`src/rtl/counter_pkg.sv`:
```
// Shared encodings for the up/down COUNTER and the sequencer that drives it.
// Direction constants match the COUNTER CONTROL input (1 = up).
package counter_pkg;

    typedef enum logic [1:0] {
        MODE_UP   = 2'b00,
        MODE_DOWN = 2'b01,
        MODE_TRI  = 2'b10,
        MODE_RSVD = 2'b11
    } mode_e;

    typedef enum logic [1:0] {
        IDLE     = 2'b00,
        RUN_UP   = 2'b01,
        RUN_DOWN = 2'b10
    } state_e;

    localparam logic DIR_UP   = 1'b1;
    localparam logic DIR_DOWN = 1'b0;

    // The reserved encoding behaves exactly like a plain up sweep.
    function automatic mode_e normalize_mode(input logic [1:0] raw);
        mode_e m;
        m = mode_e'(raw);
        if (m == MODE_RSVD) begin
            m = MODE_UP;
        end
        return m;
    endfunction

endpackage

```
`src/rtl/count_sequencer.sv`:
```
// Command-driven sweep sequencer: drives ENABLE/CONTROL of one COUNTER and
// stops it exactly on the commanded value, then pulses DONE.
module count_sequencer
    import counter_pkg::*;
#(
    parameter int WIDTH  = 4,
    parameter int REPS_W = 4
) (
    input  logic              CLOCK,
    input  logic              RESET,
    input  logic              CMD_VALID,
    output logic              CMD_READY,
    input  logic [1:0]        CMD_MODE,
    input  logic [WIDTH-1:0]  CMD_TARGET,
    input  logic [REPS_W-1:0] CMD_REPS,
    input  logic              ABORT,
    input  logic [WIDTH-1:0]  COUNT_IN,
    output logic              ENABLE_OUT,
    output logic              CONTROL_OUT,
    output logic              BUSY,
    output logic              DONE,
    output logic              ABORTED
);

    state_e             state;
    state_e             next_state;
    mode_e              mode_q;
    mode_e              cmd_mode;
    logic [WIDTH-1:0]   target_q;
    logic [WIDTH-1:0]   base_q;
    logic [WIDTH-1:0]   target_leg;
    logic [REPS_W-1:0]  reps_q;
    logic               armed_q;
    logic               running;
    logic               at_target;
    logic               accept;
    logic               last_rep;
    logic               rep_step;
    logic               done_next;
    logic               aborted_next;

    assign cmd_mode   = normalize_mode(CMD_MODE);
    assign running    = (state != IDLE);
    assign target_leg = (state == RUN_DOWN && mode_q == MODE_TRI) ? base_q : target_q;
    assign at_target  = (COUNT_IN == target_leg);
    assign last_rep   = (reps_q == REPS_W'(1));

    // armed_q keeps READY low until the first edge after reset release.
    assign CMD_READY   = RESET && armed_q && (state == IDLE) && !ABORT;
    assign accept      = CMD_VALID && CMD_READY;
    assign ENABLE_OUT  = running && !at_target && !ABORT;
    assign CONTROL_OUT = (state == RUN_DOWN) ? DIR_DOWN : DIR_UP;
    assign BUSY        = running;

    assign rep_step = (state == RUN_DOWN) && !ABORT && at_target &&
                      (mode_q == MODE_TRI) && !last_rep;

    always_ff @(posedge CLOCK or negedge RESET) begin
        if (!RESET) begin
            state   <= IDLE;
            armed_q <= 1'b0;
            DONE    <= 1'b0;
            ABORTED <= 1'b0;
        end else begin
            state   <= next_state;
            armed_q <= 1'b1;
            DONE    <= done_next;
            ABORTED <= aborted_next;
        end
    end

    always_ff @(posedge CLOCK or negedge RESET) begin
        if (!RESET) begin
            mode_q   <= MODE_UP;
            target_q <= '0;
            base_q   <= '0;
            reps_q   <= REPS_W'(1);
        end else if (accept) begin
            mode_q   <= cmd_mode;
            target_q <= CMD_TARGET;
            base_q   <= COUNT_IN;
            reps_q   <= (CMD_REPS == '0) ? REPS_W'(1) : CMD_REPS;
        end else if (rep_step) begin
            reps_q <= reps_q - REPS_W'(1);
        end
    end

    // Abort wins over a leg end seen on the same edge.
    always_comb begin
        next_state   = state;
        done_next    = 1'b0;
        aborted_next = 1'b0;
        case (state)
            IDLE: begin
                if (accept) begin
                    next_state = (cmd_mode == MODE_DOWN) ? RUN_DOWN : RUN_UP;
                end
            end
            RUN_UP: begin
                if (ABORT) begin
                    next_state   = IDLE;
                    done_next    = 1'b1;
                    aborted_next = 1'b1;
                end else if (at_target) begin
                    if (mode_q == MODE_TRI) begin
                        next_state = RUN_DOWN;
                    end else begin
                        next_state = IDLE;
                        done_next  = 1'b1;
                    end
                end
            end
            RUN_DOWN: begin
                if (ABORT) begin
                    next_state   = IDLE;
                    done_next    = 1'b1;
                    aborted_next = 1'b1;
                end else if (at_target) begin
                    if (mode_q == MODE_TRI && !last_rep) begin
                        next_state = RUN_UP;
                    end else begin
                        next_state = IDLE;
                        done_next  = 1'b1;
                    end
                end
            end
            default: begin
                next_state = IDLE;
            end
        endcase
    end

endmodule

```
`config.mk`:
```
export PLATFORM = sky130hd
export DESIGN_NAME = count_sequencer
export DESIGN_NICKNAME = d
export VERILOG_FILES = /design/src/rtl/counter_pkg.sv /design/src/rtl/count_sequencer.sv
export SDC_FILE = /design/constraint.sdc
export NUM_CORES = 1
export LEC_CHECK = 0
export BUFFER_PORTS_ARGS = -buffer_cell sky130_fd_sc_hd__clkbuf_2
export CAP_MARGIN = 20
export CORE_UTILIZATION = 45
export DETAILED_ROUTE_END_ITERATION = 10
export GPL_ROUTABILITY_DRIVEN = 1
export PLACE_DENSITY_LB_ADDON = 0.05
export SYNTH_ARGS = -nofsm -noshare
export SYNTH_HDL_FRONTEND = slang
export SYNTH_SLANG_ARGS = --single-unit
```
`constraint.sdc`:
```
create_clock -name CLOCK -period 3.1 [get_ports CLOCK]
set_input_delay 0.93 -clock CLOCK [delete_from_list [all_inputs] [get_ports CLOCK]]
set_output_delay 0.93 -clock CLOCK [all_outputs]
set_load 0.02 [all_outputs]
```
==> results of run 1 <==
==> final cells by class <==
class                   instances  share of cell area
multi-input cells              89               0.455
flip-flops and latches         19               0.334
repair buffers                 32               0.144
well taps                      28              0.0245
inverters                       9              0.0237
clock buffers                   3              0.0158
clock inverters                 1             0.00351
==> cells by family after synthesis <==
kind of cell,synth area share
multiplexers,0.0896
flip-flops,0.421
AO/OA/AOI/OAI,0.0863
XOR/XNOR,0.0310
buffers and inverters,0.0365
other,0.00332
AND/OR/NAND/NOR,0.265
adder cells (fa/ha/maj),0.0664
==> per-stage QoR <==
step / cell area, um^2 / hold WS, ns / util
after floorplan: 1130 / 0.458 / -
after global placement: 1310 / 0.481 / 0.571
after detailed placement: 1310 / 0.488 / 0.571
after CTS: 1360 / 0.532 / 0.592
after global routing: 1430 / 0.553 / 0.621
final: 1430 / 0.521 / 0.621
==> what timing repair did <==
item / in CTS / in global routing
gates resized for setup: 3 / 12
pin swaps: 0 / 6
endpoints found under the setup margin: 1 / 1
buffers inserted: 0 / 4
==> state kept, by name, summed over array words and instances, names as in the netlist <==
name,count
ABORTED,1
DONE,1
armed_q,1
base_q,4
mode_q,2
reps_q,4
state,2
target_q,4
==> worst min-delay path by stage <==
stage | startpoint | to | slack, ns | cells after the start
3_3_place_gp | base_q[0]$_DFFE_PN0N_ | base_q[0]$_DFFE_PN0N_ | 0.48 | 2
4_1_cts | base_q[1]$_DFFE_PN0N_ | base_q[1]$_DFFE_PN0N_ | 0.53 | 2
6_report | base_q[3]$_DFFE_PN0N_ | base_q[3]$_DFFE_PN0N_ | 0.52 | 2
3_5_place_dp | base_q[2]$_DFFE_PN0N_ | base_q[2]$_DFFE_PN0N_ | 0.49 | 2
2_1_floorplan | target_q[3]$_DFFE_PN0N_ | target_q[3]$_DFFE_PN0N_ | 0.46 | 2
5_1_grt | target_q[3]$_DFFE_PN0N_ | target_q[3]$_DFFE_PN0N_ | 0.55 | 2
==> worst register-to-register path, stage by stage, from the launching register on <==
cell and delay [ns]:
dfrtp_1 0.43, inv_1 0.10, ha_1 0.27, nand3b_4 0.13, mux2i_1 0.14, o22ai_2 0.27, nor2_4 0.06, buf_4 0.14
o32ai_2 0.30, mux2_1 0.36
==> layer usage <==
metal,up-vias,track usage,wire (um),share of wire
li1,475,-,-,-
met1,443,0.230,1030,0.45
met3,4,0.0263,82,0.036
met5,-,0,0,0
met4,0,0.0833,37,0.016
met2,20,0.372,1160,0.50
==> layout by cell type (no fill, tap or decap), types with 2 or more instances in the layout <==
| cell | count |
|---|---|
| ha_1 | 6 |
| nand3_1 | 2 |
| nor3_1 | 3 |
| nor4_1 | 2 |
| o21ai_0 | 3 |
| nand2_1 | 33 |
| clkbuf_4 | 3 |
| nor2_1 | 3 |
| inv_1 | 9 |
| a21oi_1 | 2 |
| and2_1 | 2 |
| xnor2_1 | 2 |
| mux2i_1 | 3 |
| nand4b_1 | 2 |
| buf_8 | 2 |
| dfrtp_1 | 18 |
| clkbuf_2 | 20 |
| mux2_1 | 3 |
| buf_4 | 10 |
| or2b_1 | 4 |
| nand4_1 | 2 |
==> where the power goes <==
| part | internal, mW | total [mW] | switching [mW] |
|---|---|---|---|
| Combinational | 0.258 | 0.516 | 0.259 |
| Sequential | 0.356 | 0.451 | 0.0946 |
| Clock | 0.0481 | 0.130 | 0.0816 |
| Total | 0.662 | 1.10 | 0.435 |
==> out/qor.csv, run 1 <==
metric,value,unit
flop-to-flop setup slack,0.80,ns
worst path bufs/invs,2,
power density cells,768,nW/um^2
slew at the pin closest to its max-slew limit,0.634,ns
syn_nets,143,
Core Area,2300,um^2
Antenna Nets Post-Route,0,
setup TNS,-0.00253,ns
Final #Nets,178,
Setup crit start,COUNT_IN[2],
"Clk Latency, worst-skew pair",0.30,ns
fin worst setup slack,-0.00253,ns
WL/cell,12.7,um
PortBufs,23,
global-route wire length before repair,3.97,mm
cell taking the most area after synthesis,dfrtp_1,
Sequential Area,477,um^2
largest net degree at the start of global routing,20,
worst path required time,2.17,ns
die width,52.1,um
Max Cap Viol,0,
drt first pass iters,4,
Synth Area per Inst,9.50,um^2
GRT Residual Overflow,0,
vias in the first global route,969,
Post-synth EDFFs,0,
outcome,finished with violations,
Post-synth top cells,"33 x nand2_1, 18 x dfrtp_1, 9 x inv_1",
fin cells,181,
Setup Viol. Count Final,1,
most numerous cell in the Yosys netlist,nand2_1,
number of warnings issued by yosys,0,
Residual DRC,0,
share of the synthesized area in the top cell type,0.398,
Peak Freq,322,MHz
R2R Path End,state[0]$_DFFE_PN0P_,
dpl cells,173,
# rows,17,
DIE AREA,2720,um^2
DRT iter0 DRCs,12,
violated checks,setup timing,
clock sink count,19,
Peak VDD IR,0.440,mV
TritonCTS buffer count,3,
multi-input logic area,649,um^2
async set-reset flop share out of synthesis,1.00,
RSZ-0062 raised after global routing,true,
TritonCTS clock tree,built,
Power Total,1.10,mW
R2R cell count,9,
critical path's largest stage delay,0.52,ns
Top Ports,24,
WP depth,7,
crit-path leading delay family,multiplexers,
total number of vias,942,
distinct cell type count after synthesis,33,
crit path capture,ENABLE_OUT,
endpoint class of the critical path,primary output,
Max clock buf depth,2,
initial antenna violation count,0,
skew final,0.00641,ns
Hold Fails Final Rpt,0,
Critical R2R Launch,state[0]$_DFFE_PN0P_,
Final Wtd Congestion,0.853,
Initial Util,0.492,
antenna diode count,0,
HPWL Detailed,1.75,mm
Post-Route WL,2.31,mm
final worst path period share,1.00,
"Max stage delay cell, worst path",mux4_2,
post-synthesis sequential area ratio,0.421,
CP Cell Sequence,"buf_8, xnor2_2, nand4b_1, mux4_2, nor2_4, nor3_2, buf_4",
Post-synth top flop,dfrtp_1,
Hold Buf Count CTS,0,
clk slew on worst S/H paths,0.12,ns
Filler cells,193,
Worst setup SP type,input pin,
Die Ht,52.1,um
Worst EP arrival,2.17,ns
Synth area leaders,"dfrtp_1 40%, nand2_1 11%, ha_1 6.6%",
CP Class,input pin to primary output,
pins over their slew limit,0,
pre-CTS setup slack,-0.0473,ns
Syn Inst Count,119,
vias per cell,5.20,
fin crit period,3.10,ns
layout cells sized above 1,0.314,
Worst slew margin,0.576,
synthesized flop and latch total,19,
Mapped Area,1130,um^2
synthesis-to-layout area growth,26.2,%
Worst Path Max Fanout,3,
GRT Overall Usage,0.201,
Leak,0.752,nW
type of the worst min-delay path,flip-flop to flip-flop,
clk root buf,clkbuf_4,
CTS H-tree depth,1,
No activity file was read; power rests on OpenSTA's default activity.
==> run 2, diff against run 1 <==
--- a/config.mk
+++ b/config.mk
@@ -7,7 +7,7 @@
 export LEC_CHECK = 0
 export BUFFER_PORTS_ARGS = -buffer_cell sky130_fd_sc_hd__clkbuf_2
 export CAP_MARGIN = 20
-export CORE_UTILIZATION = 45
+export CORE_UTILIZATION = 50
 export DETAILED_ROUTE_END_ITERATION = 10
 export GPL_ROUTABILITY_DRIVEN = 1
 export PLACE_DENSITY_LB_ADDON = 0.05
==> constraint.sdc (replaced) <==
create_clock -name CLOCK -period 3 [get_ports CLOCK]
set_input_delay 0.9 -clock CLOCK [delete_from_list [all_inputs] [get_ports CLOCK]]
set_output_delay 0.9 -clock CLOCK [all_outputs]
set_load 0.02 [all_outputs]
==> out/qor.csv, run 2 (synthesized netlist as in run 1, its figures left out) <==
metric,value,unit,change
outcome,finished with violations,,
violated checks,setup timing,,
clk slew on worst S/H paths,0.10,ns,-0.02 ns
Setup Viol. Count Final,1,,unchanged
vias in the first global route,936,,-3.4%
sequential power share,0.426,,+0.015
fin worst setup slack,-0.0446,ns,-0.0420 ns
worst path bufs/invs,2,,unchanged
Regs by FF count,"base_q: 4 flops, reps_q: 4 flops, target_q: 4 flops",,
Worst Path Max Fanout,3,,unchanged
"most common cell after layout, fill and taps aside",nand2_1,,
power density cells,792,nW/um^2,+3.1%
Hold WS,0.509,ns,-0.0122 ns
Post-Route WL,2.20,mm,-4.7%
TritonCTS buffer count,3,,unchanged
PortBufs,23,,unchanged
final worst path period share,1.01,,
Core Area,2040,um^2,-11%
fin crit period,3.04,ns,
fin util,0.669,,+0.0477
skew final,0.00313,ns,-0.00328 ns
design area,1370,um^2,-4.3%
CP Cell Sequence,"clkbuf_2, xnor2_2, nand4b_1, mux4_2, nor2_2, nor3_1, clkbuf_2",,
DRT iter0 DRCs,9,,-3
HPWL Detailed,1.69,mm,-3.0%
type of the worst min-delay path,flip-flop to flip-flop,,
drt first pass iters,4,,unchanged
Peak Freq,328,MHz,
pre-CTS setup slack,-0.0599,ns,-0.0126 ns
Worst slew margin,0.579,,+0.00228
initial antenna violation count,0,,unchanged
CP dominant cell by count,clkbuf_2,,
clk root buf,clkbuf_4,,
GRT Residual Overflow,0,,unchanged
antenna diode count,0,,unchanged
slew at the pin closest to its max-slew limit,0.631,ns,-0.00341 ns
Hold Fails Final Rpt,0,,unchanged
Antenna Nets Post-Route,0,,unchanged
Final Wtd Congestion,0.856,,+0.41%
Initial Util,0.554,,+0.0615
Sw Ratio,0.393,,-0.00362
synthesis-to-layout area growth,20.8,%,
critical path's largest stage delay,0.50,ns,-0.02 ns
# rows,16,,-1
P_sw,425,uW,-2.2%
Hold Buf Count CTS,0,,unchanged
"Clk Latency, worst-skew pair",0.28,ns,-0.02 ns
DIE AREA,2460,um^2,-9.6%
crit-path leading delay family,multiplexers,,
DP Area,1320,um^2,+0.48%
clock sink count,19,,unchanged
Max Cap Viol,0,,unchanged
CTS H-tree depth,1,,unchanged
largest net degree at the start of global routing,20,,unchanged
"Max stage delay cell, worst path",mux4_2,,
pins over their slew limit,0,,unchanged
endpoint class of the critical path,primary output,,
"commonest non-fill, non-tap cells in the layout","33 x nand2_1, 23 x clkbuf_2, 18 x dfrtp_1, 9 x inv_1, 7 x buf_4",,
Worst EP arrival,2.14,ns,-0.03 ns
Clk pwr share,0.115,,-0.003
Max clock buf depth,2,,unchanged
Int Power,657,uW,-0.69%
layout cells sized above 1,0.291,,-0.0223
Leak,0.731,nW,-2.9%
Worst setup SP type,input pin,,
WL/cell,12.3,um,-3.1%
TritonCTS clock tree,built,,
worst path required time,2.10,ns,-0.07 ns
total number of vias,920,,-2.3%
Comb power frac,0.459,,-0.012
Top Ports,24,,unchanged
GRT Overall Usage,0.206,,+0.00470
CP Class,input pin to primary output,,
Peak VDD IR,0.546,mV,+24%
RSZ-0062 raised after global routing,true,,
die width,49.6,um,-4.9%
global-route wire length before repair,3.84,mm,-3.3%
Residual DRC,0,,unchanged
Die Ht,49.6,um,-4.9%
Final #Nets,176,,-1.1%
vias per cell,5.17,,-0.69%
run 2: changes by cell type in the layout (fill, tap and decap cells not counted), sizes merged:
cell	change
clkinv	-1
clkbuf	+4
buf	-5
run 2: area by class of cell:
| type | count | area (um^2) |
|---|---|---|
| Fill cell | 182 | 676 |
| Multi-Input combinational cell | 89 | 628 |
| Sequential cell | 19 | 477 |
| Timing Repair Buffer | 30 | 168 |
| Inverter | 9 | 33.8 |
| Tap cell | 27 | 33.8 |
| Clock buffer | 4 | 26.3 |
run 2: worst register-to-register path, delay by kind of cell, from the launching register on:
kind	cells	cell delay [ns]
flops	1	0.43
fa+ha+maj	1	0.26
mux	2	0.49
simple gates	2	0.21
compound gates	2	0.52
buf+inv	2	0.23
run 2: path summary, 6_finish.rpt:
| check | start | to | slack (ns) | cells past startpoint |
|---|---|---|---|---|
| min in group asynchronous | RESET | armed_q$_DFF_PN0_ | 0.58 | 2 |
| setup / recovery | COUNT_IN[2] | ENABLE_OUT | -0.04 | 7 |
| hold reg to reg | target_q[1]$_DFFE_PN0N_ | target_q[1]$_DFFE_PN0N_ | 0.51 | 2 |
| hold / removal | target_q[1]$_DFFE_PN0N_ | target_q[1]$_DFFE_PN0N_ | 0.51 | 2 |
| max in group asynchronous | RESET | reps_q[0]$_DFFE_PN1P_ | 2.16 | 2 |
| setup reg to reg | state[0]$_DFFE_PN0P_ | state[1]$_DFFE_PN0P_ | 0.76 | 9 |
run 2: power groups by stage:
| stage | combinational (mW) | sequential (mW) | clock (mW) |
|---|---|---|---|
| after detailed placement | 0.479 | 0.464 | 0 |
| after floorplan | 0.346 | 0.454 | 0 |
| after global placement | 0.464 | 0.456 | 0 |
| after CTS | 0.491 | 0.463 | 0.130 |
| final | 0.497 | 0.462 | 0.124 |
| after global routing | 0.553 | 0.477 | 0.142 |
run 2: timing repair:
item                                    4_1_cts  5_1_grt
pin swaps                                     0        1
endpoints found under the setup margin        1        1
resized for setup                             2        0
setup buffers                                 0        1
run 2: through the flow:
step                      setup TNS, ns  total power [mW]  instances
after global routing             -0.128              1.17        178
final                           -0.0446              1.08        178
after global placement          -0.0275             0.920        173
after CTS                       -0.0312              1.08        177
after floorplan                       0             0.801        119
after detailed placement        -0.0599             0.942        173
run 2: metal layers:
layer	wire length [um]	track usage	up-vias
met1	979	0.250	428
met3	64	0.0278	4
met5	0	0	-
li1	-	-	468
met4	34	0.0714	0
met2	1120	0.369	20
==> run 3, diff against run 2 <==
--- a/config.mk
+++ b/config.mk
@@ -5,8 +5,9 @@
 export SDC_FILE = /design/constraint.sdc
 export NUM_CORES = 1
 export LEC_CHECK = 0
+export ABC_AREA = 1
 export BUFFER_PORTS_ARGS = -buffer_cell sky130_fd_sc_hd__clkbuf_2
-export CAP_MARGIN = 20
+export CORE_MARGIN = 5
 export CORE_UTILIZATION = 50
 export DETAILED_ROUTE_END_ITERATION = 10
 export GPL_ROUTABILITY_DRIVEN = 1
==> out/qor.csv, run 3 <==
metric,value,unit,change
skew final,0.00773,ns,+0.00460 ns
Worst EP arrival,1.90,ns,-0.24 ns
number of warnings issued by yosys,0,,unchanged
DRT iter0 DRCs,18,,+9
global-route wire length before repair,4.03,mm,+5.0%
layout cells sized above 1,0.226,,-0.0656
share of the synthesized area in the top cell type,0.392,,-0.00650
Max Cap Viol,0,,unchanged
distinct cell type count after synthesis,25,,-24%
Setup Viol. Count Final,0,,-1
Post-Route WL,2.39,mm,+8.8%
TritonCTS clock tree,built,,
Hold Buf Count CTS,0,,unchanged
clock sink count,19,,unchanged
Hold Fails Final Rpt,0,,unchanged
CP Class,flip-flop to primary output,,
vias per cell,5.02,,-2.8%
total number of vias,1075,,+17%
Peak Freq,358,MHz,+8.9%
largest net degree at the start of global routing,22,,+10%
syn_nets,182,,+27%
Antenna Nets Post-Route,0,,unchanged
antenna diode count,0,,unchanged
Filler cells,219,,+20%
PortBufs,23,,unchanged
"Clk Latency, worst-skew pair",0.29,ns,about the same
type of the worst min-delay path,flip-flop to flip-flop,,
"commonest non-fill, non-tap cells in the layout","53 x nand2_1, 22 x clkbuf_2, 21 x inv_1, 18 x dfrtp_1",,
Peak VDD IR,0.457,mV,-16%
DIE AREA,3360,um^2,+37%
GRT Residual Overflow,0,,unchanged
pins over their slew limit,0,,unchanged
cell taking the most area after synthesis,dfrtp_1,,
Worst setup SP type,flip-flop,,
outcome,completed,,
most numerous cell in the Yosys netlist,nand2_1,,
HPWL Detailed,1.80,mm,+6.4%
Die Ht,58.0,um,+17%
fin crit period,2.80,ns,-0.248 ns
GRT Overall Usage,0.154,,-0.0520
fin worst setup slack,0.204,ns,+0.248 ns
post-synthesis sequential area ratio,0.415,,-0.00688
drt first pass iters,4,,unchanged
Max clock buf depth,2,,unchanged
pre-CTS setup slack,0.256,ns,+0.316 ns
synthesized flop and latch total,19,,unchanged
Final Wtd Congestion,0.762,,-11%
fin util,0.614,,-0.0554
synthesis-to-layout area growth,18.1,%,
Synth area leaders,"dfrtp_1 39%, nand2_1 17%, inv_1 7.2%",,
R2R Path End,reps_q[1]$_DFFE_PN0P_,,
Final #Nets,211,,+20%
Syn Inst Count,158,,+33%
Regs by FF count,"base_q: 4 flops, reps_q: 4 flops, target_q: 4 flops",,
CTS H-tree depth,1,,unchanged
flop-to-flop setup slack,0.91,ns,+0.15 ns
HP Start,target_q[0]$_DFFE_PN0N_,,
hold endpoint,target_q[0]$_DFFE_PN0N_,,
vias in the first global route,965,,+3.1%
Post-synth top flop,dfrtp_1,,
TritonCTS buffer count,3,,unchanged
Top Ports,24,,unchanged
Worst Path Max Fanout,6,,+3
die width,58.0,um,+17%
Critical R2R Launch,state[1]$_DFFE_PN0P_,,
async set-reset flop share out of synthesis,1.00,,unchanged
final worst path period share,0.932,,-0.0827
R2R cell count,10,,+1
Core Area,2210,um^2,+8.3%
endpoint class of the critical path,primary output,,
power density cells,815,nW/um^2,+2.8%
clk slew on worst S/H paths,0.12,ns,+0.02 ns
Post-synth EDFFs,0,,unchanged
Post-synth top cells,"53 x nand2_1, 22 x inv_1, 18 x dfrtp_1",,
clk root buf,clkbuf_4,,
Leak,0.765,nW,+4.7%
Synth Area per Inst,7.28,um^2,-23%
# rows,17,,+1
Worst Hold Depth,2,,unchanged
initial antenna violation count,0,,unchanged
"most common cell after layout, fill and taps aside",nand2_1,,
WL/cell,11.2,um,-9.5%
Mapped Area,1150,um^2,+1.7%
worst path required time,2.10,ns,about the same
Residual DRC,0,,unchanged
Initial Util,0.520,,-0.0341
==> run 3: cell types whose count changed after synthesis, sizes merged, moves of 9 or more <==
cell,delta
inv,+14
nand2,+21
nand3,+13
o21ai,+9
==> run 3: report_power, final <==
group / leakage, nW / internal, mW / switching, mW
combinational: 0.510 / 0.209 / 0.312
sequential: 0.237 / 0.371 / 0.0848
clock: 0.0177 / 0.0495 / 0.0795
total: 0.765 / 0.630 / 0.476
==> run 3: per-layer routing <==
metal	GRT usage	vias up	routed length, um
met1	0.216	489	1190
li1	-	558	-
met3	0.0401	4	139
met4	0.0497	0	25
met5	0	-	0
met2	0.232	24	1040
==> run 3: layout make-up <==
type,instances,area [um^2],share of cell area
multi-input cells,112,579,0.427
flip-flops and latches,19,477,0.351
repair buffers,28,153,0.112
inverters,23,86.3,0.0636
well taps,28,35.0,0.0258
clock buffers,3,22.5,0.0166
clock inverters,1,5.00,0.00369
==> run 3: repair_timing <==
action	in CTS	in global routing
endpoints found under the setup margin	1	1
gates resized for setup	1	5
setup buffers	0	3
==> run 3: kinds of logic after synthesis <==
group                      synth area share
and+or+nand+nor                       0.337
buffers and inverters                0.0925
other                               0.00326
adders and majority gates            0.0653
AOI/OAI and AO/OA                    0.0794
DFF                                   0.415
xor gates and xnor gates            0.00762
==> run 3: critical path, stage by stage (launching register included) <==
cell and delay [ns]:
dfrtp_1 0.42, inv_2 0.09, ha_4 0.18, buf_2 0.16
nand4_1 0.09, nand3_1 0.08, nand2_1 0.05, nand2_1 0.07
inv_1 0.05, nand2_1 0.11, nand2_1 0.08, nor2_1 0.10
buf_4 0.15
==> run 3: how the worst max path moves through the flow <==
| stage | from | end | slack, ns | depth (start not counted) |
|---|---|---|---|---|
| 2_1_floorplan | state[0]$_DFFE_PN0P_ | ENABLE_OUT | 0.51 | 13 |
| 3_3_place_gp | state[0]$_DFFE_PN0P_ | ENABLE_OUT | 0.32 | 13 |
| 3_5_place_dp | state[0]$_DFFE_PN0P_ | ENABLE_OUT | 0.26 | 13 |
| 4_1_cts | state[0]$_DFFE_PN0P_ | ENABLE_OUT | 0.02 | 13 |
| 5_1_grt | state[0]$_DFFE_PN0P_ | ENABLE_OUT | -0.005 | 12 |
| 6_report | state[0]$_DFFE_PN0P_ | ENABLE_OUT | 0.20 | 12 |
==> run 3: stage by stage <==
step           setup TNS, ns  std cells  hold slack, ns  power [mW]  area [um^2]
2_1_floorplan              0        158           0.449       0.824         1150
3_3_place_gp               0        207           0.473       0.942         1290
3_5_place_dp               0        207           0.469       0.955         1290
4_1_cts                    0        211           0.498        1.09         1330
5_1_grt             -0.00528        214           0.530        1.22         1360
6_report                   0        214           0.498        1.11         1360
